## config.mk

```make
export PLATFORM = sky130hd
export DESIGN_NAME = atmega_eep_xfer
export DESIGN_NICKNAME = d
export VERILOG_FILES = /design/src/rtl/atmega_eep_xfer_pkg.sv /design/src/rtl/atmega_eep_xfer.sv
export SDC_FILE = /design/constraint.sdc
export NUM_CORES = 1
export LEC_CHECK = 0
export BUFFER_PORTS_ARGS = -buffer_cell sky130_fd_sc_hd__buf_2
export CAP_MARGIN = 5
export CORE_UTILIZATION = 35
export CTS_CLUSTER_DIAMETER = 80
export DETAILED_ROUTE_END_ITERATION = 12
export GPL_TIMING_DRIVEN = 0
export SYNTH_ARGS = -nofsm -noshare
export SYNTH_HDL_FRONTEND = slang
export SYNTH_SLANG_ARGS = --single-unit
```

## constraint.sdc

```tcl
create_clock -name clk -period 2.6 [get_ports clk]
set_clock_uncertainty 0.2 [all_clocks]
set_input_delay 0.13 -clock clk [delete_from_list [all_inputs] [get_ports clk]]
set_output_delay 0.13 -clock clk [all_outputs]
set_load 0.02 [all_outputs]
```

## src/rtl/atmega_eep_xfer_pkg.sv

```systemverilog
// Shared definitions for the ATmega EEPROM external-port transfer engine.
// The size defaults are also used when instantiating the EEPROM peripheral.
package atmega_eep_xfer_pkg;

    localparam int EEP_SIZE_DEF = 512;
    localparam int ADDR_W_DEF   = 17;
    localparam int RD_LAT_DEF   = 1;

    typedef enum logic [2:0] {
        ST_IDLE    = 3'd0,
        ST_DP_RD   = 3'd1,
        ST_DP_CAP  = 3'd2,
        ST_DP_OUT  = 3'd3,
        ST_LD_WAIT = 3'd4,
        ST_LD_WR   = 3'd5,
        ST_DONE    = 3'd6
    } xfer_state_t;

    // The external port is owned only while bytes are actually moving.
    function automatic logic owns_port(input xfer_state_t s);
        return (s != ST_IDLE) && (s != ST_DONE);
    endfunction

endpackage

```

## src/rtl/atmega_eep_xfer.sv

```systemverilog
// Dumps the whole EEPROM out as a byte stream, or loads it from one, through
// the ext_eep_* port while locking out CPU access for the duration.
module atmega_eep_xfer
    import atmega_eep_xfer_pkg::*;
#(
    parameter int EEP_SIZE = EEP_SIZE_DEF,
    parameter int ADDR_W   = ADDR_W_DEF,
    parameter int RD_LAT   = RD_LAT_DEF
) (
    input  logic              clk,
    input  logic              rst,
    input  logic              start_dump,
    input  logic              start_load,
    input  logic              abort,
    input  logic [7:0]        in_data,
    input  logic              in_valid,
    output logic              in_ready,
    output logic [7:0]        out_data,
    output logic              out_valid,
    input  logic              out_ready,
    output logic              busy,
    output logic              done,
    output logic              eep_lock,
    output logic [ADDR_W-1:0] ext_eep_addr,
    output logic [7:0]        ext_eep_data_in,
    output logic              ext_eep_data_wr,
    input  logic [7:0]        ext_eep_data_out,
    output logic              ext_eep_data_rd,
    output logic              ext_eep_data_en
);

    localparam int AW = (EEP_SIZE > 1) ? $clog2(EEP_SIZE) : 1;
    localparam int LW = $clog2(RD_LAT + 1);

    xfer_state_t   state_r;
    xfer_state_t   state_nxt_s;
    logic [AW-1:0] addr_r;
    logic [LW-1:0] lat_r;
    logic [7:0]    byte_r;
    logic [7:0]    out_data_r;
    logic          last_s;
    logic          lat_done_s;
    logic          start_s;
    logic          adv_s;

    assign last_s     = (addr_r == AW'(EEP_SIZE - 1));
    assign lat_done_s = (lat_r == LW'(RD_LAT - 1));
    assign start_s    = (state_r == ST_IDLE) && (start_dump || start_load);
    assign adv_s      = !abort && !last_s &&
                        (((state_r == ST_DP_OUT) && out_ready) || (state_r == ST_LD_WR));

    // State register.
    always_ff @(posedge clk or posedge rst) begin
        if (rst) begin
            state_r <= ST_IDLE;
        end else begin
            state_r <= state_nxt_s;
        end
    end

    // Next-state logic; abort outranks every handshake.
    always_comb begin
        state_nxt_s = state_r;
        case (state_r)
            ST_IDLE: begin
                if (start_dump)      state_nxt_s = ST_DP_RD;
                else if (start_load) state_nxt_s = ST_LD_WAIT;
                else                 state_nxt_s = ST_IDLE;
            end
            ST_DP_RD: begin
                if (abort)           state_nxt_s = ST_IDLE;
                else if (lat_done_s) state_nxt_s = ST_DP_CAP;
                else                 state_nxt_s = ST_DP_RD;
            end
            ST_DP_CAP: begin
                if (abort) state_nxt_s = ST_IDLE;
                else       state_nxt_s = ST_DP_OUT;
            end
            ST_DP_OUT: begin
                if (abort)          state_nxt_s = ST_IDLE;
                else if (out_ready) state_nxt_s = last_s ? ST_DONE : ST_DP_RD;
                else                state_nxt_s = ST_DP_OUT;
            end
            ST_LD_WAIT: begin
                if (abort)         state_nxt_s = ST_IDLE;
                else if (in_valid) state_nxt_s = ST_LD_WR;
                else               state_nxt_s = ST_LD_WAIT;
            end
            ST_LD_WR: begin
                if (abort) state_nxt_s = ST_IDLE;
                else       state_nxt_s = last_s ? ST_DONE : ST_LD_WAIT;
            end
            ST_DONE: state_nxt_s = ST_IDLE;
            default: state_nxt_s = ST_IDLE;
        endcase
    end

    // Address, read-latency counter and the captured read/write bytes.
    always_ff @(posedge clk or posedge rst) begin
        if (rst) begin
            addr_r     <= '0;
            lat_r      <= '0;
            byte_r     <= 8'h00;
            out_data_r <= 8'h00;
        end else begin
            lat_r <= (state_r == ST_DP_RD) ? lat_r + LW'(1) : '0;
            if (start_s) begin
                addr_r <= '0;
            end else if (adv_s) begin
                addr_r <= addr_r + AW'(1);
            end
            if (state_r == ST_DP_CAP) begin
                out_data_r <= ext_eep_data_out;
            end
            if ((state_r == ST_LD_WAIT) && in_valid && !abort) begin
                byte_r <= in_data;
            end
        end
    end

    // Strobes and handshakes decoded from state; a write already in LD_WR is not gated.
    always_comb begin
        in_ready        = 1'b0;
        out_valid       = 1'b0;
        done            = 1'b0;
        ext_eep_data_rd = 1'b0;
        ext_eep_data_wr = 1'b0;
        case (state_r)
            ST_DP_RD:   ext_eep_data_rd = 1'b1;
            ST_DP_CAP:  ext_eep_data_rd = 1'b1;
            ST_DP_OUT:  out_valid       = !abort;
            ST_LD_WAIT: in_ready        = !abort;
            ST_LD_WR:   ext_eep_data_wr = 1'b1;
            ST_DONE:    done            = 1'b1;
            default:    done            = 1'b0;
        endcase
    end

    assign busy            = owns_port(state_r);
    assign ext_eep_data_en = busy;
    assign eep_lock        = busy;
    assign out_data        = out_data_r;
    assign ext_eep_addr    = ADDR_W'(addr_r);
    assign ext_eep_data_in = ext_eep_data_wr ? byte_r : 8'h00;

endmodule
```

==> results of run 1 <==
layout make-up:
cell class / instances / area (um^2) / area share [%]
clock buffers: 7 / 86.33 / 3.810
well taps: 52 / 65.06 / 2.871
inverters: 3 / 11.26 / 0.4970
multi-input cells: 105 / 777.0 / 34.29
repair buffers: 76 / 485.5 / 21.42
plain buffers: 16 / 115.1 / 5.080
flip-flops and latches: 29 / 725.7 / 32.03
power by group through the flow:
stage | Combinational [uW] | Clock [uW] | Sequential (uW)
finish | 974 | 367 | 691
global route | 1050 | 400 | 716
CTS | 985 | 380 | 694
detailed placement | 951 | 0 | 696
global placement | 938 | 0 | 695
floorplan | 612 | 0 | 773
worst max-delay path by stage:
stage	endpoint	slack (ps)	cells past startpoint
2_1_floorplan	addr_r[2]	350	7
3_3_place_gp	addr_r[5]	220	7
3_5_place_dp	addr_r[6]	210	7
4_1_cts	state_r[2]	60	7
5_1_grt	state_r[2]	40	7
6_report	state_r[2]	260	7
cells in the final DEF, fill, tap and decap left out, types with 2 or more instances in the layout:
master                          netlist  layout
sky130_fd_sc_hd__nand3b_1             2       2
sky130_fd_sc_hd__a221o_1              4       4
sky130_fd_sc_hd__buf_6                2       2
sky130_fd_sc_hd__nor2b_1              4       4
sky130_fd_sc_hd__o21ai_0              8       8
sky130_fd_sc_hd__nand3_1              3       3
sky130_fd_sc_hd__dfrtp_1             29      29
sky130_fd_sc_hd__mux2_2              16      16
sky130_fd_sc_hd__ha_1                 3       2
sky130_fd_sc_hd__inv_1                3       3
sky130_fd_sc_hd__conb_1               1       8
sky130_fd_sc_hd__dlygate4sd3_1        0      21
sky130_fd_sc_hd__and3_1               8       8
sky130_fd_sc_hd__buf_2                2      57
sky130_fd_sc_hd__nor3_2               1       2
sky130_fd_sc_hd__nor3_1               3       2
sky130_fd_sc_hd__nor2_1               3       3
sky130_fd_sc_hd__clkbuf_8             0       6
sky130_fd_sc_hd__a21oi_1              2       2
sky130_fd_sc_hd__nand2b_1             4       4
sky130_fd_sc_hd__nand2_1             14      14
sky130_fd_sc_hd__clkbuf_1             2       3
sky130_fd_sc_hd__o211a_1              2       2
sky130_fd_sc_hd__xnor2_1              3       3
sky130_fd_sc_hd__buf_4               10      10
layer usage:
metal / GRT usage [%] / vias to the layer above
li1: - / 675
met1: 19.46 / 618
met2: 23.09 / 40
met3: 4.797 / 5
met4: 5.442 / 0
met5: 0 / -
stage by stage:
| stage | hold slack, ps | setup WS, ps |
|---|---|---|
| 4_1_cts | 4.368 | 64.72 |
| 5_1_grt | 6.112 | 43.33 |
| 3_5_place_dp | 163.1 | 209.6 |
| 2_1_floorplan | 8.111 | 353.2 |
| 6_report | 11.73 | 264.6 |
| 3_3_place_gp | 146.1 | 222.7 |
cell families after synthesis:
kind of cell,after synthesis
simple gates,52
xor+xnor,3
buf+inv,19
fa+ha+maj,3
flops,29
mux,17
other cells,1
compound gates,22
repair_timing:
item | in CTS | in global routing
hold endpoints to repair | 47 | 0
gates resized for setup | 0 | 2
setup endpoints to repair | 0 | 1
hold buffers | 21 | 0
registers in the layout, indices dropped and copies added (netlist names):
name,cells
byte_r,8
addr_r,9
state_r,3
lat_r,1
out_data,8
worst max-delay path, cell delays in order, from the launching register on:
cell and delay (ps):
sky130_fd_sc_hd__dfrtp_1 410, sky130_fd_sc_hd__ha_1 200, sky130_fd_sc_hd__nand3_1 180, sky130_fd_sc_hd__nor3_2 200, sky130_fd_sc_hd__ha_2 270, sky130_fd_sc_hd__a41oi_1 120, sky130_fd_sc_hd__o21ai_0 150, sky130_fd_sc_hd__dlygate4sd3_1 560
==> impl_results.html, run 1 <==
<table>
<tr><th>Metric</th><th>Value</th></tr>
<tr><th colspan="2">Outcome</th></tr>
<tr><td>Run status</td><td>completed</td></tr>
<tr><th colspan="2">Final layout</th></tr>
<tr><td>Post-synthesis to final-layout area growth</td><td>42.04%</td></tr>
<tr><td>Final nets</td><td>262</td></tr>
<tr><td>Number of standard cells in the final layout excluding fillers</td><td>288</td></tr>
<tr><td>Antenna cell count</td><td>0</td></tr>
<tr><td>Number of filler instances in the final layout</td><td>411</td></tr>
<tr><td>Util after Layout</td><td>52.04%</td></tr>
<tr><td>Final instance area</td><td>0.002266 mm^2</td></tr>
<tr><td>Share of layout cells above drive strength 1</td><td>42.37%</td></tr>
<tr><th colspan="2">Power and ir drop</th></tr>
<tr><td>Power density cells</td><td>897.0 mW/mm^2</td></tr>
<tr><td>Internal power</td><td>1256 uW</td></tr>
<tr><td>Clock share of power</td><td>18.1%</td></tr>
<tr><td>Switching pwr</td><td>776.8 uW</td></tr>
<tr><td>Reg power frac</td><td>34.0%</td></tr>
<tr><td>Total power consumption of the routed design</td><td>2033 uW</td></tr>
<tr><td>Combinational Power Share</td><td>47.9%</td></tr>
<tr><td>Proportion of total power due to net switching</td><td>38.21%</td></tr>
<tr><td>Peak ir drop on the vdd network</td><td>0.5163 mV</td></tr>
<tr><td>Lkg Pwr</td><td>0.001164 uW</td></tr>
<tr><th colspan="2">Synth</th></tr>
<tr><td>Share of flip-flops with an asynchronous set or reset</td><td>100.0%</td></tr>
<tr><td>Average footprint of a synthesized cell</td><td>10.93 um^2</td></tr>
<tr><td>Combinational family with the most area after synthesis</td><td>simple AND/OR/NAND/NOR gates</td></tr>
<tr><td>Number of distinct library cells after synthesis</td><td>40</td></tr>
<tr><td>Compound-gate portion of the synthesized area</td><td>10.75%</td></tr>
<tr><td>Share of the synthesized area in the top cell type</td><td>45.49%</td></tr>
<tr><td>Mux cell area share after synthesis</td><td>12.00%</td></tr>
<tr><td>Flip-flop cell with the highest count after synthesis</td><td>sky130_fd_sc_hd__dfrtp_1</td></tr>
<tr><td>Sequential area share after synthesis</td><td>45.49%</td></tr>
<tr><td>Fraction of the mapped netlist area in adder cells</td><td>2.353%</td></tr>
<tr><td>Count leader, synth</td><td>sky130_fd_sc_hd__dfrtp_1</td></tr>
<tr><td>Summed instance area of the synthesized netlist</td><td>0.001595 mm^2</td></tr>
<tr><td>Count of state elements after synthesis</td><td>29</td></tr>
<tr><td>Synth area leader</td><td>sky130_fd_sc_hd__dfrtp_1</td></tr>
<tr><td>Post-synth top cells</td><td>sky130_fd_sc_hd__dfrtp_1 (29), sky130_fd_sc_hd__mux2_2 (16), sky130_fd_sc_hd__nand2_1 (14)</td></tr>
<tr><td>Number of synthesized flops with an enable pin</td><td>0</td></tr>
<tr><td>Synth Instances</td><td>146</td></tr>
<tr><td>Synthesized-area fraction occupied by and/or/nand/nor cells</td><td>19.61%</td></tr>
<tr><td>Largest cells by area after synthesis</td><td>sky130_fd_sc_hd__dfrtp_1 (45%), sky130_fd_sc_hd__mux2_2 (11%), sky130_fd_sc_hd__buf_4 (4.7%)</td></tr>
<tr><td>Number of warning messages in the yosys log</td><td>0</td></tr>
<tr><td>Post-synthesis xor/xnor area fraction</td><td>1.647%</td></tr>
<tr><th colspan="2">Critical path</th></tr>
<tr><td>Crit. End Element</td><td>register</td></tr>
<tr><td>Launch point of the worst path</td><td>addr_r[0]</td></tr>
<tr><td>R2R Path Start</td><td>addr_r[0]</td></tr>
<tr><td>Worst R2R Setup Slack</td><td>260 ps</td></tr>
<tr><td>Maximum fanout count along the critical path</td><td>5</td></tr>
<tr><td>Reg2reg path depth</td><td>7</td></tr>
<tr><td>Startpoint Class</td><td>register</td></tr>
<tr><td>R2R Path End</td><td>state_r[2]</td></tr>
<tr><td>Critical Path RT</td><td>2610 ps</td></tr>
<tr><td>Critical Setup Path Class</td><td>register to register</td></tr>
<tr><td>Data arrival, critical path</td><td>2350 ps</td></tr>
<tr><th colspan="2">Route</th></tr>
<tr><td>Length of the first detailed-routing pass in iterations</td><td>4</td></tr>
<tr><td>Count of nets left with antenna violations after detail routing</td><td>0</td></tr>
<tr><td>Length of routed met3 wiring</td><td>177 um</td></tr>
<tr><td>Starting DRC count in detailed routing</td><td>65</td></tr>
<tr><td>Uppermost layer routed</td><td>met4</td></tr>
<tr><td>Met2 wire length</td><td>1.597 mm</td></tr>
<tr><td>Via count normalized by instance count</td><td>4.646</td></tr>
<tr><td>Post-Route M1 WL</td><td>1.594 mm</td></tr>
<tr><td>WL final</td><td>3.420 mm</td></tr>
<tr><td>Avg WL per Cell</td><td>11.88 um</td></tr>
<tr><td>Vias post-DR</td><td>1338</td></tr>
<tr><td>DRC violations left</td><td>0</td></tr>
<tr><th colspan="2">Floorplanning</th></tr>
<tr><td>DIE HEIGHT</td><td>69.51 um</td></tr>
<tr><td>Total Die Area</td><td>0.004832 mm^2</td></tr>
<tr><td>Core area</td><td>0.004354 mm^2</td></tr>
<tr><td>Chip Width</td><td>69.51 um</td></tr>
<tr><td>Starting Density</td><td>36.64%</td></tr>
<tr><td>Placement row count</td><td>24</td></tr>
<tr><td>I/O pin count</td><td>64</td></tr>
<tr><th colspan="2">Clock tree</th></tr>
<tr><td>TritonCTS Sinks</td><td>29</td></tr>
<tr><td>Number of buffers created by CTS</td><td>5</td></tr>
<tr><td>H-tree levels</td><td>2</td></tr>
<tr><td>Clock tree from TritonCTS</td><td>built</td></tr>
<tr><td>Worst skew pair latency</td><td>280 ps</td></tr>
<tr><td>Clock transition time at the flip-flop clock pins of the worst setup and hold paths</td><td>60 ps</td></tr>
<tr><td>CTS Root Buffer Type</td><td>sky130_fd_sc_hd__clkbuf_8</td></tr>
<tr><td>Number of post-CTS setup repair buffers</td><td>0</td></tr>
<tr><td>CTS max path bufs</td><td>2</td></tr>
<tr><th colspan="2">Global routing</th></tr>
<tr><td>First-pass GRT wire length</td><td>5.685 mm</td></tr>
<tr><td>Largest net degree at the start of global routing</td><td>30</td></tr>
<tr><td>Initial antenna violation count</td><td>0</td></tr>
<tr><td>Vias in the first global route</td><td>1282</td></tr>
<tr><td>Residual overflow from global routing</td><td>0</td></tr>
<tr><td>GRT Resource Usage Total</td><td>14.91%</td></tr>
<tr><th colspan="2">STA</th></tr>
<tr><td>Slew @ Worst Pin</td><td>1081 ps</td></tr>
<tr><td>Number of failing setup endpoints in the final timing report</td><td>0</td></tr>
<tr><td>Slew HR</td><td>27.86%</td></tr>
<tr><td>Ratio of final minimum period to clock period</td><td>89.82%</td></tr>
<tr><td>Clock period minus worst slack</td><td>2335 ps</td></tr>
<tr><td>Setup repair after global routing missed its margin</td><td>no</td></tr>
<tr><td>Post-route setup TNS</td><td>0 ps</td></tr>
<tr><td>Final hold viol count</td><td>0</td></tr>
<tr><td>Highest clock rate</td><td>428.2 MHz</td></tr>
<tr><td>Slew Viols, Final</td><td>0</td></tr>
<tr><th colspan="2">Worst hold path</th></tr>
<tr><td>Hold/Removal Path Class</td><td>input port to register</td></tr>
<tr><td>Worst Hold Path EP</td><td>state_r[1]</td></tr>
<tr><td>Instance count along the most critical hold path</td><td>4</td></tr>
<tr><td>Hold Path Origin</td><td>out_ready</td></tr>
<tr><th colspan="2">Run</th></tr>
<tr><td>Number of max-capacitance violations reported</td><td>0</td></tr>
<tr><th colspan="2">Placement</th></tr>
<tr><td>Instance area at placement</td><td>0.001962 mm^2</td></tr>
<tr><td>Port Buffers</td><td>55</td></tr>
<tr><td>DP HPWL</td><td>2.438 mm</td></tr>
<tr><td>DP Cell Count</td><td>260</td></tr>
<tr><td>Final RePlAce weighted congestion</td><td>0.7189</td></tr>
</table>
Note: power is estimated with default switching activity, not from simulation.
==> run 2: changes to the inputs <==
- CELL_PAD_IN_SITES_DETAIL_PLACEMENT: unset -> 0
- CELL_PAD_IN_SITES_GLOBAL_PLACEMENT: unset -> 2
- CORE_UTILIZATION: 35 -> 30
- CTS_BUF_LIST: unset -> sky130_fd_sc_hd__clkbuf_4 sky130_fd_sc_hd__clkbuf_8
- PLACE_DENSITY_LB_ADDON: unset -> 0.1
==> impl_results.html, run 2 (same netlist as run 1, synthesis figures left out) <==
<table>
<tr><th>Metric</th><th>Value</th></tr>
<tr><th colspan="2">Clock tree</th></tr>
<tr><td>CTS max path bufs</td><td>2 (unchanged)</td></tr>
<tr><td>Clock tree from TritonCTS</td><td>built (unchanged)</td></tr>
<tr><td>Clock transition time at the flip-flop clock pins of the worst setup and hold paths</td><td>70 ps (was 60 ps)</td></tr>
<tr><td>CTS Root Buffer Type</td><td>sky130_fd_sc_hd__clkbuf_8 (unchanged)</td></tr>
<tr><td>H-tree levels</td><td>2 (unchanged)</td></tr>
<tr><td>Worst skew pair latency</td><td>280 ps (about the same)</td></tr>
<tr><td>TritonCTS Sinks</td><td>29 (unchanged)</td></tr>
<tr><td>Number of buffers created by CTS</td><td>5 (unchanged)</td></tr>
<tr><th colspan="2">Floorplanning</th></tr>
<tr><td>Total Die Area</td><td>0.005613 mm^2 (was 0.004832 mm^2)</td></tr>
<tr><td>Placement row count</td><td>26 (was 24)</td></tr>
<tr><td>Chip Width</td><td>74.92 um (was 69.51 um)</td></tr>
<tr><td>DIE HEIGHT</td><td>74.92 um (was 69.51 um)</td></tr>
<tr><td>Starting Density</td><td>31.23% (was 36.64%)</td></tr>
<tr><td>Core area</td><td>0.005107 mm^2 (was 0.004354 mm^2)</td></tr>
<tr><td>I/O pin count</td><td>64 (unchanged)</td></tr>
<tr><th colspan="2">STA</th></tr>
<tr><td>Number of failing setup endpoints in the final timing report</td><td>0 (unchanged)</td></tr>
<tr><td>Highest clock rate</td><td>408.3 MHz (was 428.2 MHz)</td></tr>
<tr><td>Ratio of final minimum period to clock period</td><td>94.21% (was 89.82%)</td></tr>
<tr><td>Final hold viol count</td><td>0 (unchanged)</td></tr>
<tr><td>Slew @ Worst Pin</td><td>619.0 ps (was 1081 ps)</td></tr>
<tr><td>Clock period minus worst slack</td><td>2449 ps (was 2335 ps)</td></tr>
<tr><td>Post-Route Hold Slack</td><td>14.12 ps (was 11.73 ps)</td></tr>
<tr><td>Slew Viols, Final</td><td>0 (unchanged)</td></tr>
<tr><td>Slew HR</td><td>58.30% (was 27.86%)</td></tr>
<tr><th colspan="2">Global routing</th></tr>
<tr><td>First-pass GRT wire length</td><td>6.196 mm (was 5.685 mm)</td></tr>
<tr><td>Initial antenna violation count</td><td>0 (unchanged)</td></tr>
<tr><td>GRT Resource Usage Total</td><td>14.94% (was 14.91%)</td></tr>
<tr><td>Vias in the first global route</td><td>1328 (was 1282)</td></tr>
<tr><td>Residual overflow from global routing</td><td>0 (unchanged)</td></tr>
<tr><td>Largest net degree at the start of global routing</td><td>30 (unchanged)</td></tr>
<tr><th colspan="2">Critical path</th></tr>
<tr><td>R2R Path Start</td><td>addr_r[0] (unchanged)</td></tr>
<tr><td>Critical Path RT</td><td>2620 ps (was 2610 ps)</td></tr>
<tr><td>Crit. End Element</td><td>register (unchanged)</td></tr>
<tr><td>Maximum fanout count along the critical path</td><td>5 (unchanged)</td></tr>
<tr><td>Worst R2R Setup Slack</td><td>150 ps (was 260 ps)</td></tr>
<tr><td>Launch point of the worst path</td><td>addr_r[0] (unchanged)</td></tr>
<tr><td>R2R Path End</td><td>state_r[2] (unchanged)</td></tr>
<tr><td>Startpoint Class</td><td>register (unchanged)</td></tr>
<tr><td>Data arrival, critical path</td><td>2470 ps (was 2350 ps)</td></tr>
<tr><td>Reg2reg path depth</td><td>7 (unchanged)</td></tr>
<tr><td>Critical Setup Path Class</td><td>register to register (unchanged)</td></tr>
<tr><th colspan="2">Final layout</th></tr>
<tr><td>Most frequent standard cell in the layout excluding fill and tap cells</td><td>sky130_fd_sc_hd__buf_2 (unchanged)</td></tr>
<tr><td>Sequential cell area</td><td>725.7 um^2 (unchanged)</td></tr>
<tr><td>Final nets</td><td>263 (was 262)</td></tr>
<tr><td>Post-synthesis to final-layout area growth</td><td>46.12% (was 42.04%)</td></tr>
<tr><td>Util after Layout</td><td>45.64% (was 52.04%)</td></tr>
<tr><td>Top reg by flops</td><td>addr_r (unchanged)</td></tr>
<tr><td>Combined area of the multi-input logic cells</td><td>777.0 um^2 (unchanged)</td></tr>
<tr><td>Most used cells in the layout excluding fill and tap cells</td><td>sky130_fd_sc_hd__buf_2 (57), sky130_fd_sc_hd__dfrtp_1 (29), sky130_fd_sc_hd__dlygate4sd3_1 (21) (unchanged)</td></tr>
<tr><td>Share of layout cells above drive strength 1</td><td>43.28% (was 42.37%)</td></tr>
<tr><td>Number of standard cells in the final layout excluding fillers</td><td>308 (was 288)</td></tr>
<tr><td>Number of flip-flops in the largest register</td><td>9 (unchanged)</td></tr>
<tr><td>Number of filler instances in the final layout</td><td>514 (was 411)</td></tr>
<tr><td>Antenna cell count</td><td>0 (unchanged)</td></tr>
<tr><th colspan="2">Power and ir drop</th></tr>
<tr><td>Proportion of total power due to net switching</td><td>38.28% (was 38.21%)</td></tr>
<tr><td>Power density cells</td><td>896.0 mW/mm^2 (was 897.0 mW/mm^2)</td></tr>
<tr><td>Reg power frac</td><td>33.2% (was 34.0%)</td></tr>
<tr><td>Total power consumption of the routed design</td><td>2089 uW (was 2033 uW)</td></tr>
<tr><td>Peak ir drop on the vdd network</td><td>0.4994 mV (was 0.5163 mV)</td></tr>
<tr><td>Internal power</td><td>1289 uW (was 1256 uW)</td></tr>
<tr><td>Combinational Power Share</td><td>47.3% (was 47.9%)</td></tr>
<tr><td>Lkg Pwr</td><td>0.001187 uW (was 0.001164 uW)</td></tr>
<tr><td>Switching pwr</td><td>799.4 uW (was 776.8 uW)</td></tr>
<tr><td>Clock share of power</td><td>19.5% (was 18.1%)</td></tr>
<tr><th colspan="2">Worst hold path</th></tr>
<tr><td>Hold Path Origin</td><td>out_ready (unchanged)</td></tr>
<tr><td>Worst Hold Path EP</td><td>state_r[1] (unchanged)</td></tr>
<tr><td>Hold/Removal Path Class</td><td>input port to register (unchanged)</td></tr>
<tr><td>Instance count along the most critical hold path</td><td>4 (unchanged)</td></tr>
<tr><th colspan="2">Route</th></tr>
<tr><td>Length of the first detailed-routing pass in iterations</td><td>4 (unchanged)</td></tr>
<tr><td>Met2 wire length</td><td>1.836 mm (was 1.597 mm)</td></tr>
<tr><td>Vias post-DR</td><td>1398 (was 1338)</td></tr>
<tr><td>Post-Route M1 WL</td><td>1.692 mm (was 1.594 mm)</td></tr>
<tr><td>Avg WL per Cell</td><td>12.29 um (was 11.88 um)</td></tr>
<tr><td>WL final</td><td>3.785 mm (was 3.420 mm)</td></tr>
<tr><td>Length of routed met3 wiring</td><td>190 um (was 177 um)</td></tr>
<tr><td>Uppermost layer routed</td><td>met4 (unchanged)</td></tr>
<tr><td>Count of nets left with antenna violations after detail routing</td><td>0 (unchanged)</td></tr>
<tr><td>Starting DRC count in detailed routing</td><td>95 (was 65)</td></tr>
<tr><td>Via count normalized by instance count</td><td>4.539 (was 4.646)</td></tr>
<tr><td>DRC violations left</td><td>0 (unchanged)</td></tr>
<tr><th colspan="2">Placement</th></tr>
<tr><td>DP HPWL</td><td>2.705 mm (was 2.438 mm)</td></tr>
<tr><td>DP Cell Count</td><td>278 (was 260)</td></tr>
<tr><td>Final RePlAce weighted congestion</td><td>0.7073 (was 0.7189)</td></tr>
<tr><td>Port Buffers</td><td>55 (unchanged)</td></tr>
<tr><th colspan="2">Run</th></tr>
<tr><td>Number of max-capacitance violations reported</td><td>0 (unchanged)</td></tr>
<tr><th colspan="2">Outcome</th></tr>
<tr><td>Run status</td><td>completed (unchanged)</td></tr>
</table>
-- run 2: critical path, cell delays in order, from the launching register on --
cell                            delay, ps
sky130_fd_sc_hd__dfrtp_1              410
sky130_fd_sc_hd__ha_1                 200
sky130_fd_sc_hd__nand3_1              190
sky130_fd_sc_hd__nor3_2               270
sky130_fd_sc_hd__ha_2                 260
sky130_fd_sc_hd__a41oi_1              120
sky130_fd_sc_hd__o21ai_0              160
sky130_fd_sc_hd__dlygate4sd3_1        570
-- run 2: routing by layer --
metal	up-vias	track usage (%)
li1	684	-
met1	662	18.77
met2	45	23.92
met3	7	4.418
met4	0	6.499
met5	-	0
-- run 2: what timing repair did --
| item | in CTS | in global routing |
|---|---|---|
| hold endpoints to repair | 47 | 0 |
| hold buffers | 21 | 0 |
| resized for setup | 0 | 2 |
| setup buffers | 0 | 0 |
| endpoints found under the setup margin | 0 | 1 |
-- run 2: power groups by stage --
stage | logic (uW) | clock network (uW) | registers [uW]
global placement | 939 | 0 | 689
global route | 1080 | 442 | 712
floorplan | 612 | 0 | 773
detailed placement | 955 | 0 | 697
finish | 987 | 408 | 693
CTS | 992 | 420 | 692
-- run 2: layout make-up --
class / instances / area share [%]
inverters: 3 / 0.4831
clock inverters: 1 / 0.2147
plain buffers: 16 / 4.938
repair buffers: 77 / 22.01
multi-input cells: 105 / 33.33
well taps: 70 / 3.757
flip-flops and latches: 29 / 31.13
clock buffers: 7 / 4.133
-- run 2: worst max-delay path by stage --
stage,cells after the start,to
detailed placement,7,addr_r[2]
finish,7,state_r[2]
global route,7,state_r[2]
CTS,7,state_r[2]
floorplan,7,addr_r[2]
global placement,7,addr_r[6]
-- run 2: stage by stage --
stage / TNS (ps) / area, um^2 / worst slack, ps
3_3_place_gp: 0 / 1984 / 196.7
2_1_floorplan: 0 / 1622 / 353.2
4_1_cts: 0 / 2296 / 78.39
3_5_place_dp: 0 / 1984 / 193.4
6_report: 0 / 2331 / 150.6
5_1_grt: -11.59 / 2331 / -11.59
